**src/rtl/adder_responder.sv**
```systemverilog
// Registered adder service: one compute stage feeding an in-order result FIFO,
// with valid/ready handshakes on both the request and the response side.
module adder_responder #(
  parameter int WIDTH = 32,
  parameter int TAG_W = 4,
  parameter int DEPTH = 4
) (
  input  logic                         i_clk,
  input  logic                         i_rst,
  input  logic                         i_req_valid,
  output logic                         o_req_ready,
  input  logic [WIDTH-1:0]             i_req_a,
  input  logic [WIDTH-1:0]             i_req_b,
  input  logic [TAG_W-1:0]             i_req_tag,
  output logic                         o_rsp_valid,
  input  logic                         i_rsp_ready,
  output logic [WIDTH-1:0]             o_rsp_sum,
  output logic                         o_rsp_ovf,
  output logic [TAG_W-1:0]             o_rsp_tag,
  output logic [$clog2(DEPTH+1)-1:0]   o_outstanding
);

  localparam int PTR_W = $clog2(DEPTH);
  localparam int CNT_W = $clog2(DEPTH + 1);
  localparam logic [CNT_W-1:0] DEPTH_C = CNT_W'(DEPTH);

  function automatic logic signed [WIDTH-1:0] wrap_add(
    input logic signed [WIDTH-1:0] a,
    input logic signed [WIDTH-1:0] b
  );
    return a + b;
  endfunction

  function automatic logic add_ovf(
    input logic signed [WIDTH-1:0] a,
    input logic signed [WIDTH-1:0] b,
    input logic signed [WIDTH-1:0] s
  );
    return (a[WIDTH-1] == b[WIDTH-1]) && (s[WIDTH-1] != a[WIDTH-1]);
  endfunction

  logic signed [WIDTH-1:0] req_a_s;
  logic signed [WIDTH-1:0] req_b_s;
  logic signed [WIDTH-1:0] sum_next;

  logic                    vld_p0;
  logic signed [WIDTH-1:0] sum_p0;
  logic                    ovf_p0;
  logic [TAG_W-1:0]        tag_p0;

  logic signed [WIDTH-1:0] sum_mem [DEPTH];
  logic                    ovf_mem [DEPTH];
  logic [TAG_W-1:0]        tag_mem [DEPTH];
  logic [PTR_W-1:0]        wr_ptr;
  logic [PTR_W-1:0]        rd_ptr;
  logic [CNT_W-1:0]        fifo_count;
  logic [CNT_W-1:0]        occ;

  logic accept;
  logic push;
  logic pop;

  assign req_a_s  = $signed(i_req_a);
  assign req_b_s  = $signed(i_req_b);
  assign sum_next = wrap_add(req_a_s, req_b_s);

  // Readiness depends only on registered occupancy, so the stage entry always
  // has a free FIFO slot by the time it is pushed.
  assign occ           = fifo_count + CNT_W'(vld_p0);
  assign o_outstanding = occ;
  assign o_req_ready   = occ < DEPTH_C;
  assign o_rsp_valid   = fifo_count != '0;

  assign accept = i_req_valid && o_req_ready;
  assign push   = vld_p0;
  assign pop    = o_rsp_valid && i_rsp_ready;

  // Head data is masked while empty so outputs read zero after reset without
  // having to clear the storage.
  assign o_rsp_sum = o_rsp_valid ? $unsigned(sum_mem[rd_ptr]) : '0;
  assign o_rsp_ovf = o_rsp_valid ? ovf_mem[rd_ptr] : 1'b0;
  assign o_rsp_tag = o_rsp_valid ? tag_mem[rd_ptr] : '0;

  // ---- stage p0: compute register ----
  always_ff @(posedge i_clk) begin
    if (i_rst) begin
      vld_p0 <= 1'b0;
    end else begin
      vld_p0 <= accept;
    end
  end

  always_ff @(posedge i_clk) begin
    if (accept) begin
      sum_p0 <= sum_next;
      ovf_p0 <= add_ovf(req_a_s, req_b_s, sum_next);
      tag_p0 <= i_req_tag;
    end
  end

  // ---- stage p1: result FIFO ----
  always_ff @(posedge i_clk) begin
    if (push) begin
      sum_mem[wr_ptr] <= sum_p0;
      ovf_mem[wr_ptr] <= ovf_p0;
      tag_mem[wr_ptr] <= tag_p0;
    end
  end

  always_ff @(posedge i_clk) begin
    if (i_rst) begin
      wr_ptr     <= '0;
      rd_ptr     <= '0;
      fifo_count <= '0;
    end else begin
      if (push) wr_ptr <= wr_ptr + PTR_W'(1);
      if (pop)  rd_ptr <= rd_ptr + PTR_W'(1);
      case ({push, pop})
        2'b10:   fifo_count <= fifo_count + CNT_W'(1);
        2'b01:   fifo_count <= fifo_count - CNT_W'(1);
        default: fifo_count <= fifo_count;
      endcase
    end
  end

endmodule

```
**config.mk**
```make
export PLATFORM = sky130hd
export DESIGN_NAME = adder_responder
export DESIGN_NICKNAME = d
export VERILOG_FILES = /design/src/rtl/adder_responder.sv
export SDC_FILE = /design/constraint.sdc
export NUM_CORES = 1
export LEC_CHECK = 0
export ABC_AREA = 1
export ABC_CLOCK_PERIOD_IN_PS = 6890
export BUFFER_PORTS_ARGS = -buffer_cell sky130_fd_sc_hd__buf_2
export CAP_MARGIN = 20
export CORE_ASPECT_RATIO = 0.8
export CORE_MARGIN = 2
export CORE_UTILIZATION = 41
export CTS_BUF_LIST = sky130_fd_sc_hd__clkbuf_2
export CTS_CLUSTER_SIZE = 30
export DETAILED_ROUTE_END_ITERATION = 10
export GPL_TIMING_DRIVEN = 1
export PLACE_DENSITY = 0.57
export SETUP_SLACK_MARGIN = 0.02
export SYNTH_ARGS = -nofsm -noshare
export SYNTH_HDL_FRONTEND = slang
export SYNTH_SLANG_ARGS = --single-unit
```
**constraint.sdc**
```tcl
create_clock -name i_clk -period 6.89 [get_ports i_clk]
set_input_delay 1.0335 -clock i_clk [delete_from_list [all_inputs] [get_ports i_clk]]
set_output_delay 1.0335 -clock i_clk [all_outputs]
set_load 0.02 [all_outputs]
```
==> out/qor.csv, run 1 <==
metric,value,unit
RSZ-0062 raised after global routing,no,
Critical Path Start Type,flip-flop,
reg2reg start,fifo_count[1],
Final Max Tran Viols,0,
Clock Tree Root,clkbuf_2,
router iterations before antenna repair,5,
Post CTS Setup Buffer Count,0,
vias in the first global route,6352,
vias,6908,
Critical Path Max Stage Delay,0.61,ns
Routed met3 length,944,um
Peak VDD IR,0.1594,mV
syn avg cell area,9.367,um^2
CP max FO,75,
Synth top area share,0.5708,
DR vias/cell,4.674,
outcome,"complete, no violations",
DP Cell Count,1444,
drt initial violations,458,
nets@finish,1264,
skew final,0.02619,ns
highest metal used,met4,
r2r worst-path depth,10,
class of the worst hold path,input pin to flip-flop,
critical path arrival,2.96,ns
setup TNS,0,ns
crit-path cells,buf_4 > inv_2 > buf_12 > o21ai_0 > a21oi_1 > buf_2,
period utilization,0.5800,
Std-Cell Rows,50,
CTS Sinks,195,
"Design Area, Final",0.01088,mm^2
Resized Gates After CTS,0,
Routed Antenna Nets,0,
total die area,0.02499,mm^2
most common cell in the netlist,nand2_1,
Worst slew margin,0.4487,
Post-Syn Nets,1151,
post-synthesis compound-gate area fraction,0.07457,
Port Buf Inserts,113,
CP Class,flip-flop to primary output,
first-pass GRT wire length,33.36,mm
Synth area leaders,"edfxtp_1, nand2_1, nor2_1, ha_1, inv_1",
met2 WL post-DR,9.275,mm
synth cell count leaders,"nand2_1, nor2_1, edfxtp_1",
"area leader, netlist",edfxtp_1,
FMAX,250.2,MHz
CTS tree,yes,
fin cells,1478,
mux share of post-synthesis cell area,0,
area grow syn2layout,11.82,%
CP max-delay cell,buf_4,
Synth Area in XOR/XNOR,0.01440,
Area after DPL,0.01064,mm^2
"Seq/Total Area, Yosys",0.5914,
clock buffer depth,2,
# IOs,114,
Simple-Gate Fraction of Synth Area,0.2031,
average wire per standard cell,14.22,um
Final Power,3165,uW
worst slew pin tran,0.8270,ns
M1 wire length,10.60,mm
RR Endpoint,fifo_count[2],
initial antenna violation count,1,
Routability Congestion,0.8654,
post-synthesis adder-cell area fraction,0.05297,
Post-synth EDFFs,185,
"Clk Latency, worst-skew pair",0.76,ns
Leak,0.004824,uW
Die Ht,141.8,um
register-to-register setup slack,4.56,ns
Core Region,0.02333,mm^2
pin count of the biggest net entering global routing,76,
largest family of logic cells by synthesized area,simple AND/OR/NAND/NOR gates,
minimum clock period,3.996,ns
CTS H-Tree Depth,4,
"FFs w/ async S/R, synth",0,
Overflow after GRT,0,
"Req. time, crit path",5.86,ns
final hold slack,0.4484,ns
synth unique cells,31,
prevailing post-synth register cell,edfxtp_1,
Post-Synthesis Cells,1039,
Num CTS Buffers,17,
Initial Util,0.4171,
#FFs+latches synth,195,
final number of hold-violating endpoints,0,
Routed Wire Length,21.01,mm
# hold bufs at CTS,0,
Post-route DRC,0,
max cap viols,0,
# setup viols final,0,
die width,176.3,um
Final HPWL DP,14.23,mm
Hold Path Depth,1,
worst hold start,i_req_tag[3],
filler instances,2290,
Total GRT Usage,0.1737,
Synth Cell Area,0.009732,mm^2
Hold Path Sink,tag_p0[3],
PwrDens,290.9,mW/mm^2
share of cells above drive strength 1,0.1614,
CP endpoint kind,primary output,
yosys warns,0,
Worst-path clk slew,0.25,ns
==> area by class of cell <==
| type | instances | area (um^2) | area share |
|---|---|---|---|
| antenna | 1 | 2.502 | 0.0002300 |
| clock buffer | 18 | 90.09 | 0.008279 |
| clock inverter | 14 | 130.1 | 0.01196 |
| inverter | 132 | 495.5 | 0.04553 |
| multi-input combinational | 684 | 3371 | 0.3098 |
| sequential | 195 | 5757 | 0.5290 |
| tap | 312 | 390.4 | 0.03587 |
| timing repair buffer | 122 | 645.6 | 0.05933 |
==> per-stage QoR <==
step	setup slack, ns	util
floorplan	3.447	-
global placement	3.551	0.4559
detailed placement	3.531	0.4559
CTS	2.622	0.4654
global route	2.559	0.4663
finish	2.894	0.4663
==> where the power goes <==
part	switching [uW]	leakage, uW	internal, uW
clock network	378	0.000126	137
logic	774	0.00291	332
registers	74.6	0.00179	1470
total	1230	0.00482	1940
==> state kept, by name, summed over array words and instances, names as in the netlist, named ones only <==
register and count:
tag_mem 16, sum_p0 32, ovf_p0 1, push 1, sum_mem 128, rd_ptr 2, ovf_mem 4, tag_p0 4
wr_ptr 2, fifo_count 3
==> cells by family (layout without fill, tap and decap cells) <==
group | after synthesis | in the layout
DFF | 195 | 195
adders and majority gates | 40 | 40
other | 0 | 1
xor gates and xnor gates | 16 | 16
buffers and inverters | 160 | 286
AOI/OAI and AO/OA | 142 | 142
and+or+nand+nor | 486 | 486
==> worst max-delay path by stage <==
stage                    endpoint  slack (ns)  depth (start not counted)
floorplan                  ovf_p0        3.45                          5
global placement        o_rsp_ovf        3.55                          5
detailed placement  o_rsp_sum[11]        3.53                          5
CTS                 o_rsp_sum[16]        2.62                          5
global route        o_rsp_sum[31]        2.56                          6
finish              o_rsp_sum[15]        2.89                          6
==> layout by cell type (no fill, tap or decap), types with 2 or more instances in the layout <==
| cell | count |
|---|---|
| a211oi_1 | 2 |
| a21oi_1 | 61 |
| buf_2 | 113 |
| buf_4 | 8 |
| clkbuf_2 | 18 |
| clkinv_1 | 2 |
| clkinv_4 | 2 |
| clkinvlp_4 | 4 |
| dfxtp_1 | 9 |
| edfxtp_1 | 185 |
| fa_1 | 2 |
| ha_1 | 38 |
| inv_1 | 124 |
| inv_2 | 7 |
| inv_6 | 5 |
| nand2_1 | 232 |
| nand2_2 | 14 |
| nand2_4 | 2 |
| nand3_1 | 24 |
| nand3_2 | 4 |
| nand4_1 | 3 |
| nor2_1 | 193 |
| nor2_2 | 2 |
| nor3_1 | 4 |
| nor3_2 | 3 |
| nor3b_1 | 3 |
| o21ai_0 | 74 |
| o21bai_1 | 2 |
| xnor2_1 | 2 |
| xor2_1 | 14 |
==> per-layer routing <==
layer,up-vias,global-route usage
met5,-,0
met4,0,0.04219
met3,18,0.03242
met2,154,0.2691
met1,3107,0.2532
li1,3629,-
==> critical path, delay by kind of cell, from the launching register on <==
kind / cells / cell delay, ns
flops: 1 / 0.37
compound gates: 2 / 0.34
buf+inv: 4 / 1.45
Note: power is estimated with default switching activity, not from simulation.
==> inputs of run 2 (changes only) <==
- ABC_AREA: 1 -> 0
- ABC_CLOCK_PERIOD_IN_PS: 6890 -> 4200
- PLACE_DENSITY: 0.57 -> 0.58
- clock period: 6.89 -> 4.2 ns (I/O delays scaled with it)
==> run 2 against run 1 <==
Compared with the run above: count of clock-buffer cells in the layout shrank 1; area after synthesis shrank 9.5%; utilization grew 1.2 points; non-clock buffer count shrank 2; critical path depth shrank 3; cell count shrank 35%; critical endpoint is now o_rsp_sum[20].
==> out/qor.csv, run 2 <==
metric,value,unit
period utilization,0.7722,
Initial Util,0.4218,
prevailing post-synth register cell,edfxtp_1,
Post CTS Setup Buffer Count,0,
Std-Cell Rows,47,
syn avg cell area,15.87,um^2
router iterations before antenna repair,4,
CP Class,flip-flop to primary output,
"area leader, netlist",edfxtp_1,
CTS Sinks,195,
synth unique cells,43,
met2 WL post-DR,8.011,mm
critical path arrival,2.61,ns
Crit path buffers/inverters,1,
"Seq/Total Area, Yosys",0.6536,
Port Buf Inserts,113,
vias,4888,
CP max FO,37,
# setup viols final,0,
"Clk Latency, worst-skew pair",0.75,ns
share of cells above drive strength 1,0.2932,
most frequent cells in the layout,"edfxtp_1, buf_2, and2_1, ha_1, mux4_2",
yosys warns,0,
class of the worst hold path,input pin to flip-flop,
CTS tree,yes,
Final Max Tran Viols,0,
"commonest non-fill, non-tap cell in the layout",edfxtp_1,
Peak VDD IR,0.2740,mV
nets@finish,788,
CTS H-Tree Depth,4,
Final HPWL DP,11.13,mm
final number of hold-violating endpoints,0,
Biggest register,sum_mem,
number of flip-flops in the largest register,128,
max cap viols,0,
first-pass GRT wire length,26.59,mm
Num CTS Buffers,17,
DR vias/cell,5.097,
Die Ht,135.1,um
pin count of the biggest net entering global routing,39,
drt initial violations,286,
Routed Wire Length,17.09,mm
Worst slew margin,0.2875,
Post-Syn Nets,667,
skew final,0.03858,ns
highest metal used,met4,
fin cells,959,
Total GRT Usage,0.1552,
total die area,0.02267,mm^2
Routability Congestion,0.8322,
minimum clock period,3.243,ns
DP Cell Count,921,
top flop regs,"sum_mem: 128 flops, sum_p0: 32 flops, tag_mem: 16 flops",
most common cell in the netlist,edfxtp_1,
RSZ-0062 raised after global routing,no,
Routed Antenna Nets,0,
synth cell count leaders,"edfxtp_1, and2_1, ha_1",
M1 wire length,8.275,mm
# IOs,114,
worst slew pin tran,1.069,ns
CP endpoint kind,primary output,
outcome,"complete, no violations",
Leak,0.003637,uW
average wire per standard cell,17.82,um
crit-path cells,mux4_2 > and2_1 > buf_2,
Critical Path Max Stage Delay,1.09,ns
Synth Cell Area,0.008806,mm^2
area grow syn2layout,13.34,%
setup TNS,0,ns
Overflow after GRT,0,
"Req. time, crit path",3.57,ns
clock buffer depth,2,
CP max-delay cell,dfxtp_2,
initial antenna violation count,1,
Post-route DRC,0,
Crit path max-delay family,flip-flops,
Routed met3 length,743,um
die width,167.9,um
PwrDens,498.7,mW/mm^2
Post-Synthesis Cells,555,
Post-synth EDFFs,185,
Core Region,0.02088,mm^2
#FFs+latches synth,195,
Synth top area share,0.6309,
Critical Path Start Type,flip-flop,
Synth area leaders,"edfxtp_1, mux4_2, ha_1, and2_1, dfxtp_1",
FMAX,308.3,MHz
Clock Tree Root,clkbuf_2,
"FFs w/ async S/R, synth",0,
vias in the first global route,4992,
Worst-path clk slew,0.27,ns
run 2: cell types whose count changed in the layout (fill, tap and decap cells not counted), moves of 20 or more:
cell / previous run / this run
a21oi_1: 61 / 33
and2_1: 0 / 38
inv_1: 124 / 18
mux4_2: 0 / 37
nand2_1: 232 / 26
nor2_1: 193 / 23
o21ai_0: 74 / 9
xnor2_1: 2 / 22
run 2: metal layers:
layer  vias up  global-route usage
li1       2374                   -
met1      2397              0.2188
met2       115              0.2489
met3         2             0.03517
met4         0             0.03478
met5         -                   0
run 2: worst paths after layout:
check / end / cells after the start / from / slack, ns
setup reg to reg: sum_p0[14] / 4 / push / 1.84
hold / removal: fifo_count[2] / 2 / i_rst / 0.15
hold reg to reg: sum_mem[1][12] / 0 / sum_p0[12] / 0.51
setup / recovery: o_rsp_sum[20] / 3 / flip-flop / 0.96
run 2: power breakdown:
group / internal (uW) / total [uW] / switching, uW
Combinational: 656 / 1530 / 875
Clock: 245 / 912 / 667
Sequential: 2400 / 2540 / 139
Total: 3300 / 4980 / 1680
run 2: timing repair:
| item | 4_1_cts | 5_1_grt |
|---|---|---|
| hold endpoints to repair | 4 | 0 |
| hold buffers | 4 | 0 |
| gates resized for setup | 0 | 0 |
run 2: layout make-up:
class,instances,area [um^2]
flip-flops and latches,195,5758
multi-input cells,324,2917
clock inverters,15,161.4
well taps,269,336.6
diodes,1,2.502
repair buffers,120,653.1
inverters,18,67.56
fillers,1847,10900
clock buffers,17,85.08
run 2: logic make-up after synthesis:
kind of cell	share of synthesized area
DFF	0.6536
and+or+nand+nor	0.07232
AOI/OAI and AO/OA	0.06593
adders and majority gates	0.05854
muxes	0.09690
xor gates and xnor gates	0.03680
buffers and inverters	0.01591
run 2: through the flow:
step | cell area (um^2) | util | hold WS (ns) | setup WS, ns | total power [uW]
global route | 9981 | 0.4781 | 0.05625 | 0.7242 | 5249
CTS | 9958 | 0.4770 | 0.05621 | 0.7986 | 5047
finish | 9981 | 0.4781 | 0.1454 | 0.9567 | 4977
global placement | 9672 | 0.4633 | 0.4654 | 0.8477 | 4098
detailed placement | 9672 | 0.4633 | 0.4861 | 0.8141 | 4138
floorplan | 8806 | - | 0.4587 | 1.343 | 3610
==> inputs of run 3 (changes only) <==
- ABC_CLOCK_PERIOD_IN_PS: 4200 -> 3200
- clock period: 4.2 -> 3.2 ns (I/O delays scaled with it)
==> run 3 against run 2 <==
Compared with the run above: setup slack got worse by 0.70 ns; total power grew 31%; routed wire length up 0.76%; utilization is 0.52 points higher; critical path type unchanged; highest routed layer unchanged.
==> out/qor.csv, run 3 (synthesized netlist as in run 2, its figures left out) <==
metric,value,unit
Routed Wire Length,17.22,mm
Biggest register,sum_mem,
# setup viols final,0,
Internal Power,4264,uW
Initial Util,0.4218,
crit-path cells,buf_4 > mux4_2 > and2_1 > buf_2,
Leak,0.003700,uW
first-pass GRT wire length,26.89,mm
Clk pwr share,0.178,
Combinational Power Share,0.316,
CP Class,flip-flop to primary output,
DR vias/cell,5.155,
area grow syn2layout,14.56,%
skew final,0.03805,ns
CTS Sinks,195,
outcome,"complete, no violations",
pin count of the biggest net entering global routing,39,
FF/Latch Area,0.005758,mm^2
Critical Path Max Stage Delay,0.55,ns
most frequent cells in the layout,"edfxtp_1, buf_2, and2_1, ha_1, mux4_2",
post-layout util,0.4832,
"Clk Latency, worst-skew pair",0.74,ns
Overflow after GRT,0,
top flop regs,"sum_mem: 128 flops, sum_p0: 32 flops, tag_mem: 16 flops",
CP max FO,22,
setup TNS,0,ns
DP Cell Count,934,
average wire per standard cell,17.68,um
initial antenna violation count,1,
number of flip-flops in the largest register,128,
Critical Path Start Type,flip-flop,
Area after DPL,0.009769,mm^2
die width,167.9,um
CP max-delay cell,mux4_2,
"commonest non-fill, non-tap cell in the layout",edfxtp_1,
Routed Antenna Nets,0,
Die Ht,135.1,um
clock buffer depth,2,
Peak VDD IR,0.2405,mV
Num CTS Buffers,17,
CTS tree,yes,
router iterations before antenna repair,4,
Total GRT Usage,0.1571,
CP endpoint kind,primary output,
Clock Tree Root,clkbuf_2,
Crit path buffers/inverters,2,
total die area,0.02267,mm^2
drt initial violations,307,
vias,5021,
Resized Gates After CTS,0,
minimum clock period,2.940,ns
Worst-path clk slew,0.29,ns
vias in the first global route,5106,
FMAX,340.2,MHz
"Req. time, crit path",2.72,ns
PwrDens,644.0,mW/mm^2
Post-route DRC,0,
Port Buf Inserts,113,
Worst slew margin,0.5599,
period utilization,0.9187,
Crit path max-delay family,buffers and inverters,
"Design Area, Final",0.01009,mm^2
critical path arrival,2.46,ns
switching share of total power,0.3436,
RSZ-0062 raised after global routing,no,
Final Max Tran Viols,0,
filler instances,1827,
max cap viols,0,
worst slew pin tran,0.6602,ns
register share of total power,0.506,
Routability Congestion,0.8878,
Core Region,0.02088,mm^2
Multi-input gate area,0.002917,mm^2
Final HPWL DP,11.88,mm
nets@finish,803,
class of the worst hold path,input pin to flip-flop,
# IOs,114,
fin cells,974,
CTS H-Tree Depth,4,
P_sw,2233,uW
Std-Cell Rows,47,
final hold slack,0.09884,ns
share of cells above drive strength 1,0.3040,
final number of hold-violating endpoints,0,
-- run 3: cell types whose count changed in the layout (fill, tap and decap cells not counted), sizes merged --
| cell | change |
|---|---|
| buf | +12 |
| dlygate4sd3 | +3 |
| bufinv | -1 |
| clkinv | +1 |
| clkinvlp | +1 |
| inv | -1 |
-- run 3: worst register-to-register path, delay by kind of cell, from the launching register on --
| kind | cells | cell delay [ns] |
|---|---|---|
| DFF | 1 | 0.46 |
| adders and majority gates | 2 | 0.58 |
| and+or+nand+nor | 3 | 0.68 |
| xor gates and xnor gates | 1 | 0.16 |
| buffers and inverters | 1 | 0.06 |
| AOI/OAI and AO/OA | 1 | 0.14 |
-- run 3: power by group through the flow --
stage	logic [uW]	registers, uW	clock network, uW
2_1_floorplan	1460	3280	0
3_3_place_gp	2060	3320	0
3_5_place_dp	2090	3350	0
4_1_cts	2100	3290	1200
5_1_grt	2230	3320	1290
6_report	2050	3290	1160
-- run 3: repair_timing --
item                       CTS  global route
hold endpoints to repair    15             0
setup endpoints to repair    0             0
hold buffers                 7             0
setup buffers                0             0
-- run 3: cell type report --
class                   count  share of cell area
clock inverters            15             0.01600
repair buffers            135             0.07541
clock buffers              17            0.008434
well taps                 269             0.03336
flip-flops and latches    195              0.5708
multi-input cells         324              0.2891
inverters                  18            0.006697
diodes                      1           0.0002480
-- run 3: final timing paths --
path	start	to	slack, ns	depth (start not counted)
setup / recovery	flip-flop	o_rsp_sum[17]	0.26	4
hold reg to reg	sum_p0[26]	sum_mem[3][26]	0.52	0
hold / removal	i_req_b[31]	ovf_p0	0.1	3
setup reg to reg	fifo_count[0]	fifo_count[2]	1.08	8
-- run 3: routing by layer --
metal | global-route usage | vias up | wire length [um]
li1 | - | 2409 | -
met1 | 0.2138 | 2472 | 8049
met2 | 0.2603 | 127 | 8258
met3 | 0.02989 | 13 | 746
met4 | 0.04493 | 0 | 170
met5 | 0 | - | 0
-- run 3: stage by stage --
step | total power (uW) | worst slack [ns]
finish | 6497 | 0.2602
global route | 6844 | 0.03995
CTS | 6591 | 0.1125
detailed placement | 5435 | 0.007154
global placement | 5382 | 0.07570
floorplan | 4739 | 0.4929
